[config.mk]
export PLATFORM = sky130hd
export DESIGN_NAME = pkt_write
export DESIGN_NICKNAME = d
export VERILOG_FILES = /design/src/rtl/router_pkg.sv /design/src/rtl/sat_cnt16.sv /design/src/rtl/pkt_write.sv
export SDC_FILE = /design/constraint.sdc
export NUM_CORES = 1
export LEC_CHECK = 0
export CAP_MARGIN = 20
export CORE_AREA = 2 2 70 45
export CTS_CLUSTER_DIAMETER = 80
export DETAILED_ROUTE_END_ITERATION = 8
export DIE_AREA = 0 0 72 47
export DONT_BUFFER_PORTS = 1
export HOLD_SLACK_MARGIN = 0.1
export PLACE_DENSITY = 0.61
export SYNTH_ARGS = -nofsm -noshare
export SYNTH_HDL_FRONTEND = slang
export SYNTH_SLANG_ARGS = --single-unit
[constraint.sdc]
create_clock -name clk -period 2.84 [get_ports clk]
set_input_delay 0 -clock clk [delete_from_list [all_inputs] [get_ports clk]]
set_output_delay 0 -clock clk [all_outputs]
set_load 0.005 [all_outputs]
[src/rtl/router_pkg.sv]
// Shared definitions for the packet router: header field widths and the
// packet-writer FSM state type.
package router_pkg;

   localparam int ADDR_W = 8;
   localparam int LEN_W  = 8;

   typedef enum logic [1:0] {
      GET_ADDR    = 2'd0,
      GET_LEN     = 2'd1,
      GET_PAYLOAD = 2'd2
   } state_t;

   // Anything at or below 1 ends the packet, so a corrupted zero can never wrap.
   function automatic logic is_last(input logic [LEN_W-1:0] cnt);
      return (cnt <= LEN_W'(1));
   endfunction

endpackage

[src/rtl/sat_cnt16.sv]
// 16-bit incrementer that sticks at 16'hFFFF; async active-high reset.
module sat_cnt16 (
   input  logic        clk,
   input  logic        rst,
   input  logic        i_inc,
   output logic [15:0] o_count
);

   logic [15:0] r_count;

   always_ff @(posedge clk or posedge rst) begin
      if (rst) begin
         r_count <= 16'd0;
      end else if (i_inc && (r_count != 16'hFFFF)) begin
         r_count <= r_count + 16'd1;
      end
   end

   assign o_count = r_count;

endmodule

[src/rtl/pkt_write.sv]
// Splits an address/length/payload byte stream into a header FIFO word and
// payload FIFO bytes. Define PKT_STATS_EN to add pkt_count/drop_count.
module pkt_write
   import router_pkg::*;
(
   input  logic                    clk,
   input  logic                    rst,
   input  logic                    in_valid,
   input  logic [7:0]              in_data,
   output logic                    in_ready,
   input  logic                    fifo1_full,
   input  logic                    fifo2_full,
   output logic                    fifo1_wen,
   output logic [LEN_W+ADDR_W-1:0] fifo1_dataout,
   output logic                    fifo2_wen,
   output logic [7:0]              fifo2_dataout,
   output logic                    busy,
   output logic                    len_err
`ifdef PKT_STATS_EN
   ,
   output logic [15:0]             pkt_count,
   output logic [15:0]             drop_count
`endif
);

   state_t             r_state;
   logic [LEN_W-1:0]   r_cnt;
   logic [ADDR_W-1:0]  r_addr;

   logic w_xfer;
   logic w_len_zero;

   assign w_xfer     = in_valid && in_ready;
   assign w_len_zero = (in_data == 8'd0);

   // Strobes are decoded straight from the transfer so a byte lands in its FIFO
   // in the same cycle it is accepted.
   always_comb begin
      in_ready  = 1'b0;
      fifo1_wen = 1'b0;
      fifo2_wen = 1'b0;
      len_err   = 1'b0;
      case (r_state)
         GET_ADDR: begin
            in_ready = 1'b1;
         end
         GET_LEN: begin
            in_ready  = !fifo1_full;
            fifo1_wen = in_valid && !fifo1_full && !w_len_zero;
            len_err   = in_valid && !fifo1_full && w_len_zero;
         end
         GET_PAYLOAD: begin
            in_ready  = !fifo2_full;
            fifo2_wen = in_valid && !fifo2_full;
         end
         default: begin
            in_ready = 1'b0;
         end
      endcase
   end

   assign fifo1_dataout = {in_data, r_addr};
   assign fifo2_dataout = in_data;
   assign busy          = (r_state != GET_ADDR);

   always_ff @(posedge clk or posedge rst) begin
      if (rst) begin
         r_state <= GET_ADDR;
         r_cnt   <= '0;
         r_addr  <= '0;
      end else if (w_xfer) begin
         case (r_state)
            GET_ADDR: begin
               r_addr  <= in_data;
               r_state <= GET_LEN;
            end
            GET_LEN: begin
               if (w_len_zero) begin
                  r_state <= GET_ADDR;
               end else begin
                  r_cnt   <= in_data;
                  r_state <= GET_PAYLOAD;
               end
            end
            GET_PAYLOAD: begin
               r_cnt <= (r_cnt == '0) ? '0 : r_cnt - LEN_W'(1);
               if (is_last(r_cnt)) begin
                  r_state <= GET_ADDR;
               end
            end
            default: begin
               r_state <= GET_ADDR;
            end
         endcase
      end
   end

`ifdef PKT_STATS_EN
   logic w_pkt_done;

   assign w_pkt_done = fifo2_wen && is_last(r_cnt);

   sat_cnt16 u_pkt_cnt (
      .clk     (clk),
      .rst     (rst),
      .i_inc   (w_pkt_done),
      .o_count (pkt_count)
   );

   sat_cnt16 u_drop_cnt (
      .clk     (clk),
      .rst     (rst),
      .i_inc   (len_err),
      .o_count (drop_count)
   );
`endif

endmodule

==> impl_metrics.json <==
{
  "status": "complete, no violations",
  "maxCapViolCount": 0,
  "grt_usage": 0.164,
  "netlist_area_sq_mm": 0.00120,
  "fin_crit_ns": 1.89,
  "worstMarginPinSlew_ns": 0.718,
  "synth_area_leaders": "dfrtp_1, buf_4, mux2_2",
  "hold_viol": 0,
  "synth_top_area_frac": 0.375,
  "antenna_found_initial": 0,
  "path_max_fanout": 16,
  "die_area_sq_mm": 0.00338,
  "total_power_uw": 1170,
  "cts-root-buf": "clkbuf_8",
  "mostFrequentLayoutCell": "dfrtp_1",
  "wl_microns": 2640,
  "die_h_microns": 47,
  "num_vias": 852,
  "diodes": 0,
  "grt_pass1_wl_microns": 4080,
  "ios": 42,
  "syn_inst": 110,
  "crit_chain": "nand2b_1, nor3b_4, o22ai_1, o2bb2ai_1",
  "cpMaxStageDelayCell": "nor3b_4",
  "slowest_delay_ns": 0.56,
  "powerDensity_mw_per_mm2": 929,
  "first_iter_violations": 68,
  "initial_utilization": 0.435,
  "drive_gt1_frac": 0.224,
  "fin_nets": 125,
  "clk_pin_slew_ns": 0.07,
  "syn-num-nets": 126,
  "worstSkewPairLatency_ns": 0.25,
  "hp-class": "primary input to flop",
  "p_leak_uw": 0.000489,
  "yosysWarnings": 0,
  "slew-limit-headroom": 0.521,
  "area_growth_pct": 4.90,
  "synth_seq_cells": 18,
  "grt_setup_unrepaired": "no",
  "crit_type": "flop to flop",
  "synth.yosys.seq_area_share": 0.375,
  "startpoint_type": "flop",
  "overflow": 0,
  "die_w_microns": 72,
  "grt_start_max_net_pins": 19,
  "num_rows": 15,
  "cts_buffers": 3,
  "synth_top_cell_by_area": "dfrtp_1",
  "cts_tree": "built",
  "ant_nets": 0,
  "cp_num_buf_inv": 0,
  "clock_path_buffers": 2,
  "avgViaCountPerCell": 6.04,
  "synth.distinct_cells": 39,
  "grt_pass1_vias": 819,
  "endpoint_kind": "flop",
  "htree_levels": 1,
  "ir_drop_uv": 447,
  "critPathArrivalTime_ns": 2.02,
  "final_cell_mix": "dfrtp_1, dlygate4sd3_1, mux2_2",
  "dp_hpwl_microns": 1820,
  "cts.sinks": 18,
  "slew_viol_final": 0,
  "portBuffers": 0,
  "fmax_ghz": 0.529,
  "place.gp.congestion": 0.821,
  "first_pass_iters": 4,
  "drc": 0,
  "required_ns": 2.97,
  "fin_tns_setup_ns": 0,
  "r2r_slack_ns": 0.95,
  "setup_viol": 0,
  "critPathTopFamily": "simple AND/OR/NAND/NOR gates",
  "fin_crit_sh": 0.666,
  "routedWlPerCell_microns": 18.8,
  "syn_avg_cell_area_sq_um": 10.9,
  "core_sq_mm": 0.00276,
  "cts_resized": 0,
  "fin_worst_skew_ns": 0.00529
}
[registers in the layout, summed over array words and instances, names as in the netlist]
register and cells:
r_addr 8, r_cnt 8, r_state 2
[cell families (layout without fill, tap and decap cells)]
| logic type | after synthesis | after routing | synth area share |
|---|---|---|---|
| AOI/OAI and AO/OA | 29 | 29 | 0.194 |
| adders and majority gates | 3 | 3 | 0.0313 |
| buffers and inverters | 22 | 19 | 0.133 |
| DFF | 18 | 18 | 0.375 |
| muxes | 10 | 10 | 0.0918 |
| and+or+nand+nor | 28 | 28 | 0.174 |
[tightest hold or removal path, delay by kind of cell]
kind | cells | cell delay (ns)
compound gates | 2 | 0.19
simple gates | 2 | 0.14
[stage by stage]
step	instances	setup WS [ns]	hold WS, ns	area [sq um]	util
finish	141	0.949	0.121	1260	0.456
global route	141	0.812	0.125	1260	0.456
CTS	141	0.994	0.112	1260	0.456
detailed placement	126	1.01	0.0000902	1100	0.398
global placement	126	1.09	0.0000940	1100	0.398
floorplan	110	1.24	-0.0614	1200	-
[power breakdown]
| part | internal (uW) | switching [uW] | leakage [uW] |
|---|---|---|---|
| logic | 232 | 242 | 0.000252 |
| registers | 379 | 142 | 0.000215 |
| clock network | 94.1 | 80.7 | 0.0000216 |
[timing repair]
action                                 CTS  global route
hold buffers                            12             0
endpoints found under the hold margin   54             0
buffers inserted                         0             0
[path summary, 6_finish.rpt]
| path | start | end | cells after the start |
|---|---|---|---|
| setup / recovery | r_state[0] | r_cnt[2] | 4 |
| hold / removal | in_valid | r_state[1] | 4 |
| setup reg to reg | r_state[0] | r_cnt[2] | 4 |
| max in group asynchronous | rst | r_cnt[2] | 2 |
| min in group asynchronous | rst | r_addr[0] | 2 |
| hold reg to reg | r_addr[2] | r_addr[2] | 1 |
[layout make-up]
cell class	instances	area, sq um
clock buffers	3	41.3
fillers	249	1500
inverters	4	15.0
multi-input cells	70	589
flip-flops and latches	18	450
well taps	34	42.5
repair buffers	12	120
[synthesized netlist by cell type]
| library cell | instances |
|---|---|
| o21ai_0 | 1 |
| or4_4 | 1 |
| a21oi_1 | 1 |
| nor2_2 | 1 |
| mux2i_1 | 2 |
| nor2_1 | 7 |
| or2_2 | 1 |
| o2bb2ai_1 | 7 |
| buf_6 | 1 |
| a31oi_1 | 1 |
| nand2b_1 | 2 |
| mux2_2 | 8 |
| a2bb2oi_1 | 1 |
| and2b_2 | 1 |
| nor3b_1 | 1 |
| nor4_4 | 1 |
| a22oi_1 | 5 |
| ha_1 | 3 |
| nor3_1 | 3 |
| o21a_1 | 1 |
| nor2_4 | 1 |
| o2111ai_1 | 1 |
| clkbuf_8 | 1 |
| a21o_2 | 2 |
| o22ai_1 | 5 |
| nand3_1 | 1 |
| a32oi_1 | 1 |
| a2111oi_1 | 1 |
| a31o_2 | 1 |
| nand2_1 | 2 |
| nor3b_4 | 1 |
| buf_4 | 16 |
| inv_1 | 4 |
| nand4bb_1 | 1 |
| nor4_2 | 2 |
| a21oi_4 | 1 |
| or3b_1 | 1 |
| dfrtp_1 | 18 |
| or3_1 | 1 |
[routing by layer]
| metal | vias up | part of all wire | GRT usage |
|---|---|---|---|
| met3 | 5 | 0.068 | 0.0665 |
| met5 | - | 0 | 0 |
| met1 | 415 | 0.46 | 0.203 |
| li1 | 395 | - | - |
| met2 | 37 | 0.46 | 0.265 |
| met4 | 0 | 0.010 | 0.0604 |
Power figures use the tool's default switching activity.
